===== config.mk =====
export PLATFORM = sky130hd
export DESIGN_NAME = scope_ui_ctrl
export DESIGN_NICKNAME = d
export VERILOG_FILES = /design/src/rtl/scope_ui_ctrl.sv
export SDC_FILE = /design/constraint.sdc
export NUM_CORES = 1
export LEC_CHECK = 0
export ABC_AREA = 0
export ABC_CLOCK_PERIOD_IN_PS = 6930
export BUFFER_PORTS_ARGS = -buffer_cell sky130_fd_sc_hd__buf_2
export CAP_MARGIN = 20
export CORE_ASPECT_RATIO = 1.1
export CORE_MARGIN = 2
export CORE_UTILIZATION = 35
export DETAILED_ROUTE_END_ITERATION = 10
export HOLD_SLACK_MARGIN = 0.03
export REMOVE_ABC_BUFFERS = 1
export SETUP_SLACK_MARGIN = 0.2
export SYNTH_ARGS = -nofsm -noshare
export SYNTH_HDL_FRONTEND = slang
export SYNTH_SLANG_ARGS = --single-unit

===== constraint.sdc =====
create_clock -name clock -period 6.93 [get_ports clock]
set_input_delay 0.693 -clock clock [delete_from_list [all_inputs] [get_ports clock]]
set_output_delay 0.693 -clock clock [all_outputs]
set_load 0.1 [all_outputs]

===== src/rtl/scope_ui_ctrl.sv =====
// Oscilloscope front-panel controller: switches and active-low buttons drive cursors,
// per-channel offsets/shifts and display enables, all paced by an internal divided tick.
module scope_ui_ctrl #(
    parameter int NUM_CH     = 4,
    parameter int CH_W       = 2,
    parameter int POS_W      = 11,
    parameter int SHIFT_W    = 4,
    parameter int SHIFT_MAX  = 11,
    parameter int TICK_DIV   = 20,
    parameter int HOLD_TICKS = 8,
    parameter int X_MAX      = 639,
    parameter int Y_MAX      = 479,
    parameter int DEF_X1     = 32,
    parameter int DEF_X2     = 90,
    parameter int DEF_Y1     = 25,
    parameter int DEF_Y2     = 100,
    parameter int OFF_BASE   = 30,
    parameter int OFF_STEP   = 100,
    parameter int DEF_SHIFT  = 0
) (
    input  logic                        clock,
    input  logic                        reset,
    input  logic [1:0]                  mode,
    input  logic [1:0]                  sw_en,
    input  logic [1:0]                  sw_sel,
    input  logic [CH_W-1:0]             ch_sel,
    input  logic [3:0]                  butt,
    output logic [POS_W-1:0]            cursorX1,
    output logic [POS_W-1:0]            cursorX2,
    output logic [POS_W-1:0]            cursorY1,
    output logic [POS_W-1:0]            cursorY2,
    output logic                        cursor_x_en,
    output logic                        cursor_y_en,
    output logic [NUM_CH-1:0]           ch_en,
    output logic [NUM_CH*POS_W-1:0]     ch_offset,
    output logic [NUM_CH*SHIFT_W-1:0]   ch_shift,
    output logic                        tick
);

    localparam logic [1:0] MODE_CURSOR = 2'b00;
    localparam logic [1:0] MODE_WAVE   = 2'b01;
    localparam logic [1:0] MODE_RECALL = 2'b10;
    localparam logic [1:0] MODE_FREEZE = 2'b11;

    localparam int HOLD_W = $clog2(HOLD_TICKS) + 1;
    localparam logic [HOLD_W-1:0]   HOLD_LAST = HOLD_W'(HOLD_TICKS - 1);
    localparam logic [TICK_DIV-1:0] DIV_PRE   = TICK_DIV'((1 << TICK_DIV) - 2);
    localparam logic [POS_W-1:0]    X_LIM     = POS_W'(X_MAX);
    localparam logic [POS_W-1:0]    Y_LIM     = POS_W'(Y_MAX);
    localparam logic [SHIFT_W-1:0]  SH_LIM    = SHIFT_W'(SHIFT_MAX);
    localparam logic [SHIFT_W-1:0]  SH_DEF    = SHIFT_W'(DEF_SHIFT);

    typedef enum logic [1:0] {
        ST_IDLE   = 2'd0,
        ST_FIRE   = 2'd1,
        ST_HOLD   = 2'd2,
        ST_REPEAT = 2'd3
    } state_t;

    function automatic logic [POS_W-1:0] inc_pos(input logic [POS_W-1:0] v, input logic [POS_W-1:0] lim);
        return (v >= lim) ? lim : v + POS_W'(1);
    endfunction

    function automatic logic [POS_W-1:0] dec_pos(input logic [POS_W-1:0] v);
        return (v == '0) ? '0 : v - POS_W'(1);
    endfunction

    function automatic logic [SHIFT_W-1:0] inc_sh(input logic [SHIFT_W-1:0] v);
        return (v >= SH_LIM) ? SH_LIM : v + SHIFT_W'(1);
    endfunction

    function automatic logic [SHIFT_W-1:0] dec_sh(input logic [SHIFT_W-1:0] v);
        return (v == '0) ? '0 : v - SHIFT_W'(1);
    endfunction

    function automatic logic [POS_W-1:0] off_default(input int idx);
        return POS_W'(OFF_BASE + idx * OFF_STEP);
    endfunction

    logic [TICK_DIV-1:0]        div_q;
    logic                       tick_q;
    logic [3:0]                 sync1_q, sync2_q;
    logic [3:0]                 pressed_s;
    logic                       any_s;
    logic [1:0]                 win_s;
    state_t                     state_q;
    logic [1:0]                 act_q;
    logic [HOLD_W-1:0]          hold_q;
    logic                       active_s, fire_s, rep_s;
    logic [POS_W-1:0]           x1_q, x2_q, y1_q, y2_q, x1_d, x2_d, y1_d, y2_d;
    logic                       xen_q, yen_q, xen_d, yen_d;
    logic [NUM_CH-1:0]          chen_q, chen_d;
    logic [NUM_CH*POS_W-1:0]    off_q, off_d;
    logic [NUM_CH*SHIFT_W-1:0]  sh_q, sh_d;
    logic [POS_W-1:0]           cur_off_s;
    logic [SHIFT_W-1:0]         cur_sh_s;

    // Tick divider; tick_q is asserted while the counter sits at its wrap value
    always_ff @(posedge clock) begin
        if (!reset) begin
            div_q  <= '0;
            tick_q <= 1'b0;
        end else begin
            div_q  <= div_q + TICK_DIV'(1);
            tick_q <= (div_q == DIV_PRE);
        end
    end

    // Two-flop synchroniser; idle level of the buttons is high
    always_ff @(posedge clock) begin
        if (!reset) begin
            sync1_q <= 4'hF;
            sync2_q <= 4'hF;
        end else begin
            sync1_q <= butt;
            sync2_q <= sync1_q;
        end
    end

    assign pressed_s = ~sync2_q;
    assign any_s     = |pressed_s;

    // Highest-index pressed button wins
    always_comb begin
        if (pressed_s[3]) begin
            win_s = 2'd3;
        end else if (pressed_s[2]) begin
            win_s = 2'd2;
        end else if (pressed_s[1]) begin
            win_s = 2'd1;
        end else begin
            win_s = 2'd0;
        end
    end

    assign active_s  = tick_q && (mode != MODE_FREEZE);
    assign fire_s    = active_s && (state_q == ST_FIRE);
    assign rep_s     = active_s && (state_q == ST_REPEAT) && pressed_s[act_q] && (win_s == act_q);
    assign cur_off_s = off_q[int'(ch_sel)*POS_W +: POS_W];
    assign cur_sh_s  = sh_q[int'(ch_sel)*SHIFT_W +: SHIFT_W];

    // Press / hold / auto-repeat sequencer, advanced only on ticks
    always_ff @(posedge clock) begin
        if (!reset) begin
            state_q <= ST_IDLE;
            act_q   <= 2'd0;
            hold_q  <= '0;
        end else if (tick_q) begin
            if (mode == MODE_FREEZE) begin
                state_q <= ST_IDLE;
            end else begin
                case (state_q)
                    ST_IDLE: begin
                        if (any_s) begin
                            act_q   <= win_s;
                            state_q <= ST_FIRE;
                        end
                    end
                    ST_FIRE: begin
                        hold_q  <= '0;
                        state_q <= pressed_s[act_q] ? ST_HOLD : ST_IDLE;
                    end
                    ST_HOLD: begin
                        if (!pressed_s[act_q]) begin
                            state_q <= ST_IDLE;
                        end else begin
                            hold_q <= hold_q + HOLD_W'(1);
                            if ((hold_q + HOLD_W'(1)) == HOLD_LAST) begin
                                state_q <= ST_REPEAT;
                            end
                        end
                    end
                    ST_REPEAT: begin
                        if (any_s && (win_s != act_q)) begin
                            act_q   <= win_s;
                            state_q <= ST_FIRE;
                        end else if (!pressed_s[act_q]) begin
                            state_q <= ST_IDLE;
                        end
                    end
                    default: state_q <= ST_IDLE;
                endcase
            end
        end
    end

    // Next value of every user register; lock mode moves a pair only if both stay in range
    always_comb begin
        x1_d   = x1_q;
        x2_d   = x2_q;
        y1_d   = y1_q;
        y2_d   = y2_q;
        xen_d  = xen_q;
        yen_d  = yen_q;
        chen_d = chen_q;
        off_d  = off_q;
        sh_d   = sh_q;
        if (active_s && (mode == MODE_CURSOR)) begin
            xen_d = sw_en[0];
            yen_d = sw_en[1];
        end else if (active_s && (mode == MODE_WAVE)) begin
            chen_d[ch_sel] = sw_en[0];
        end else begin
            chen_d = chen_q;
        end
        if (fire_s || rep_s) begin
            case (mode)
                MODE_CURSOR: begin
                    case (sw_sel)
                        2'b01: begin
                            case (act_q)
                                2'd3:    x1_d = inc_pos(x1_q, X_LIM);
                                2'd2:    x1_d = dec_pos(x1_q);
                                2'd1:    x2_d = inc_pos(x2_q, X_LIM);
                                default: x2_d = dec_pos(x2_q);
                            endcase
                        end
                        2'b10: begin
                            case (act_q)
                                2'd3:    y1_d = inc_pos(y1_q, Y_LIM);
                                2'd2:    y1_d = dec_pos(y1_q);
                                2'd1:    y2_d = inc_pos(y2_q, Y_LIM);
                                default: y2_d = dec_pos(y2_q);
                            endcase
                        end
                        2'b11: begin
                            case (act_q)
                                2'd3: begin
                                    if ((y1_q < Y_LIM) && (y2_q < Y_LIM)) begin
                                        y1_d = y1_q + POS_W'(1);
                                        y2_d = y2_q + POS_W'(1);
                                    end else begin
                                        y1_d = y1_q;
                                    end
                                end
                                2'd2: begin
                                    if ((y1_q != '0) && (y2_q != '0)) begin
                                        y1_d = y1_q - POS_W'(1);
                                        y2_d = y2_q - POS_W'(1);
                                    end else begin
                                        y1_d = y1_q;
                                    end
                                end
                                2'd1: begin
                                    if ((x1_q < X_LIM) && (x2_q < X_LIM)) begin
                                        x1_d = x1_q + POS_W'(1);
                                        x2_d = x2_q + POS_W'(1);
                                    end else begin
                                        x1_d = x1_q;
                                    end
                                end
                                default: begin
                                    if ((x1_q != '0) && (x2_q != '0)) begin
                                        x1_d = x1_q - POS_W'(1);
                                        x2_d = x2_q - POS_W'(1);
                                    end else begin
                                        x1_d = x1_q;
                                    end
                                end
                            endcase
                        end
                        default: x1_d = x1_q;
                    endcase
                end
                MODE_WAVE: begin
                    case (act_q)
                        2'd3: begin
                            if (sw_sel[0]) begin
                                off_d[int'(ch_sel)*POS_W +: POS_W] = inc_pos(cur_off_s, Y_LIM);
                            end else begin
                                off_d = off_q;
                            end
                        end
                        2'd2: begin
                            if (sw_sel[0]) begin
                                off_d[int'(ch_sel)*POS_W +: POS_W] = dec_pos(cur_off_s);
                            end else begin
                                off_d = off_q;
                            end
                        end
                        2'd1: begin
                            if (sw_sel[1] && fire_s) begin
                                sh_d[int'(ch_sel)*SHIFT_W +: SHIFT_W] = inc_sh(cur_sh_s);
                            end else begin
                                sh_d = sh_q;
                            end
                        end
                        default: begin
                            if (sw_sel[1] && fire_s) begin
                                sh_d[int'(ch_sel)*SHIFT_W +: SHIFT_W] = dec_sh(cur_sh_s);
                            end else begin
                                sh_d = sh_q;
                            end
                        end
                    endcase
                end
                MODE_RECALL: begin
                    if (fire_s && (act_q == 2'd3)) begin
                        x1_d = POS_W'(DEF_X1);
                        x2_d = POS_W'(DEF_X2);
                        y1_d = POS_W'(DEF_Y1);
                        y2_d = POS_W'(DEF_Y2);
                    end else if (fire_s && (act_q == 2'd2)) begin
                        off_d[int'(ch_sel)*POS_W +: POS_W]    = off_default(int'(ch_sel));
                        sh_d[int'(ch_sel)*SHIFT_W +: SHIFT_W] = SH_DEF;
                    end else begin
                        x1_d = x1_q;
                    end
                end
                default: x1_d = x1_q;
            endcase
        end else begin
            x1_d = x1_q;
        end
    end

    // User-visible registers
    always_ff @(posedge clock) begin
        if (!reset) begin
            x1_q   <= POS_W'(DEF_X1);
            x2_q   <= POS_W'(DEF_X2);
            y1_q   <= POS_W'(DEF_Y1);
            y2_q   <= POS_W'(DEF_Y2);
            xen_q  <= 1'b0;
            yen_q  <= 1'b0;
            chen_q <= '0;
            sh_q   <= {NUM_CH{SH_DEF}};
            for (int i = 0; i < NUM_CH; i++) begin
                off_q[i*POS_W +: POS_W] <= off_default(i);
            end
        end else begin
            x1_q   <= x1_d;
            x2_q   <= x2_d;
            y1_q   <= y1_d;
            y2_q   <= y2_d;
            xen_q  <= xen_d;
            yen_q  <= yen_d;
            chen_q <= chen_d;
            off_q  <= off_d;
            sh_q   <= sh_d;
        end
    end

    assign cursorX1    = x1_q;
    assign cursorX2    = x2_q;
    assign cursorY1    = y1_q;
    assign cursorY2    = y2_q;
    assign cursor_x_en = xen_q;
    assign cursor_y_en = yen_q;
    assign ch_en       = chen_q;
    assign ch_offset   = off_q;
    assign ch_shift    = sh_q;
    assign tick        = tick_q;

endmodule

==> impl_metrics.ini <==
[run_status]
status = finished, final reports clean

[setup_path]
reg2regPathDepth = 6
r2r-end = ch_offset[4]
cpLargestDelayFamily = compound AO/OA/AOI/OAI gates
path_buf_inv = 3
cp-end-kind = flop
crit_fanout = 26
startpoint_type = primary input
required_ns = 7.22
regToRegStartpoint = act_q[0]
cp_cell_sequence = buf_2 > mux4_2 > inv_1 > ha_1 > inv_1 > or4_1 > o311ai_0 > nor3_1 > a21oi_1 > nor2_1
cp.arrival_ns = 4.26
reg2reg_slack_ns = 3.30
worst_path_most_repeated_cell = inv_1
cpMaxStageDelayCell = o311ai_0
max_stage_delay_ns = 0.87
criticalPathCategory = primary input to flop

[timing]
fmax_mhz = 252
rsz0062_at_grt = no
tns_ns = 0
max_slew_margin_pct = 29.2
skew_ns = 0.0169
finalSetupViolations = 0
timing.final.hold_violations = 0
final.period_utilization_pct = 57.3
finalMaxSlewViolations = 0
worst_slew_pin_slew_ns = 1.05
period_minus_slack_ns = 3.97
finalWorstSetupSlack_ns = 2.96

[global_route]
grt_first_pass_wirelength_um = 48300
grt-ovfl-total = 0
grt_max_degree = 76
antenna_found_initial = 2
grt_usage_pct = 20.8
grt_pass1_vias = 8864

[drt]
dr_wl_met2_um = 13900
route.layer.met1.wl_um = 13700
routed_wl_um = 30500
vias = 9744
drt-pass1-iter-count = 5
top_layer = met4
ant_nets = 0
vias_per_cell = 5.84
wl_met3_um = 2030
drt_iter0_drc = 656
drc = 0
wl_per_cell_um = 18.3

[min_path]
hp-class = flop to flop
hold-path-cell-count = 1
min_from = sync1_q[1]
holdPathEnd = sync2_q[1]

[clocking]
cts_buffers = 17
clockRootBuffer = clkbuf_16
clock_sinks = 147
postCtsSetupBuffers = 0
clock_path_buffers = 2
clock_latency_ns = 0.43
cts_hold_buf = 0
cts_htree_levels = 4
cts_tree = done
clk_pin_slew_ns = 0.07
cts.repair.resized = 0

[synth]
synth_edf_count = 0
yosys_warnings = 0
ys_types = 82
synth-main-ff-cell = dfxtp_1
synth_area_sq_um = 9590
seq_area_frac_synth_pct = 30.7
ys_ff_latch = 147
synth_area_per_cell_sq_um = 7.75
postSynthCellCount = 1238
synthArstFlopShare_pct = 0

[die]
rows = 63
io_pins = 125
core_sq_um = 27000
die_w_um = 162
start_util_pct = 35.6
die_y_um = 178
dieArea_sq_um = 28800

[power]
power_leakage_nw = 4.07
max-vdd-ir-drop_v = 0.000113
power_density_nw_per_um2 = 179

[cells_and_area]
area_growth_pct = 14.5
nets = 1340
fill_cells = 2849
drive_gt1_share_pct = 15.9
layout_common_cells = dfxtp_1 (147), nand2_1 (125), buf_2 (124)
layout.cells.most_common = dfxtp_1

[placed_design]
port_buffers = 124
hpwlAfterDp_um = 21500
post-place-ws_ns = 2.55
gp_congestion = 0.881

[job]
max_cap_violations = 0
-- power by group --
part           internal, mW  switching, mW  total [mW]
clock network         0.606          0.390       0.996
logic                0.0352         0.0871       0.122
registers             0.848        0.00377       0.852
total                  1.49          0.480        1.97
-- flip-flops by register name, summed over array words and instances (netlist names), 2 cells and up --
register	flops
ch_offset	44
div_q	20
ch_shift	16
cursorX1	11
cursorX2	11
cursorY1	11
cursorY2	11
ch_en	4
hold_q	4
sync1_q	4
sync2_q	4
act_q	2
state_q	2
-- through the flow --
| stage | hold slack [ns] | instance area [sq um] | total power [mW] | util, % | instances |
|---|---|---|---|---|---|
| 2_1_floorplan | 0.386 | 9220 | 0.943 | - | 1147 |
| 3_3_place_gp | 0.394 | 10300 | 0.991 | 38.4 | 1634 |
| 3_5_place_dp | 0.395 | 10300 | 0.991 | 38.4 | 1634 |
| 4_1_cts | 0.409 | 11000 | 1.99 | 40.7 | 1666 |
| 5_1_grt | 0.427 | 11000 | 2.04 | 40.7 | 1667 |
| 6_report | 0.407 | 11000 | 1.97 | 40.7 | 1669 |
-- worst max-delay path by stage --
stage,from,endpoint,slack (ns),depth (start not counted)
2_1_floorplan,cursorY2[0],cursorY2[4],3.54,9
3_3_place_gp,ch_sel[0],ch_offset[43],2.55,10
3_5_place_dp,ch_sel[0],ch_offset[32],2.55,10
4_1_cts,ch_sel[0],ch_offset[32],2.97,10
5_1_grt,ch_sel[0],ch_offset[32],2.65,10
6_report,ch_sel[0],ch_offset[32],2.96,10
-- cells by family after synthesis --
kind of cell,Yosys count,share of synthesized area [%]
AO/OA/AOI/OAI,351,24.7
XOR/XNOR,47,4.29
adder cells (fa/ha/maj),29,3.78
buffers and inverters,131,5.50
flip-flops,147,30.7
multiplexers,23,4.49
AND/OR/NAND/NOR,510,26.6
-- final cells by class --
type / count / area, sq um / area share, %
multi-input combinational: 960 / 6130 / 55.8
inverter: 40 / 150 / 1.37
antenna: 2 / 5.00 / 0.0456
timing repair buffer: 131 / 673 / 6.13
sequential: 147 / 2940 / 26.8
clock inverter: 15 / 206 / 1.88
tap: 357 / 447 / 4.07
clock buffer: 17 / 425 / 3.87
-- worst register-to-register path: stages, from the launching register on --
cell,delay (ns)
dfxtp_1,0.70
mux2i_1,0.17
o311ai_2,0.61
nand4_1,0.89
nor3_1,0.93
a31oi_1,0.08
o31a_1,0.14
-- Yosys cell counts (all sizes together), types with 7 or more instances --
cell type    n  area, sq um
nor4        11         96.3
nand2      125          469
or3         25          156
a211o        8         70.1
o211ai       9         67.6
o21a        10         75.1
or4          8         67.6
xor2        25          219
mux4        16          360
xnor2       22          193
nand4       22          138
inv         40          150
nand3b       9         67.6
a21o         8         60.1
nor3        46          235
a31oi       24          150
a221oi      12          105
a211oi      14          105
clkbuf      66          248
nor2       121          457
nand3       62          310
buf         25          130
ha          29          363
and4         7         61.3
nand2b      21          131
and2        11         68.8
a21oi      100          500
and3        17          106
o31ai       15          118
nor2b       10         62.6
o21ai       63          315
dfxtp      147         2940
mux2i        7         70.1
-- metal layers --
layer / up-vias / GRT usage [%]
met1: 4655 / 28.0
met5: - / 0
met4: 0 / 7.67
met2: 342 / 33.5
met3: 53 / 3.74
li1: 4694 / -
(Power assumes the default switching activity.)
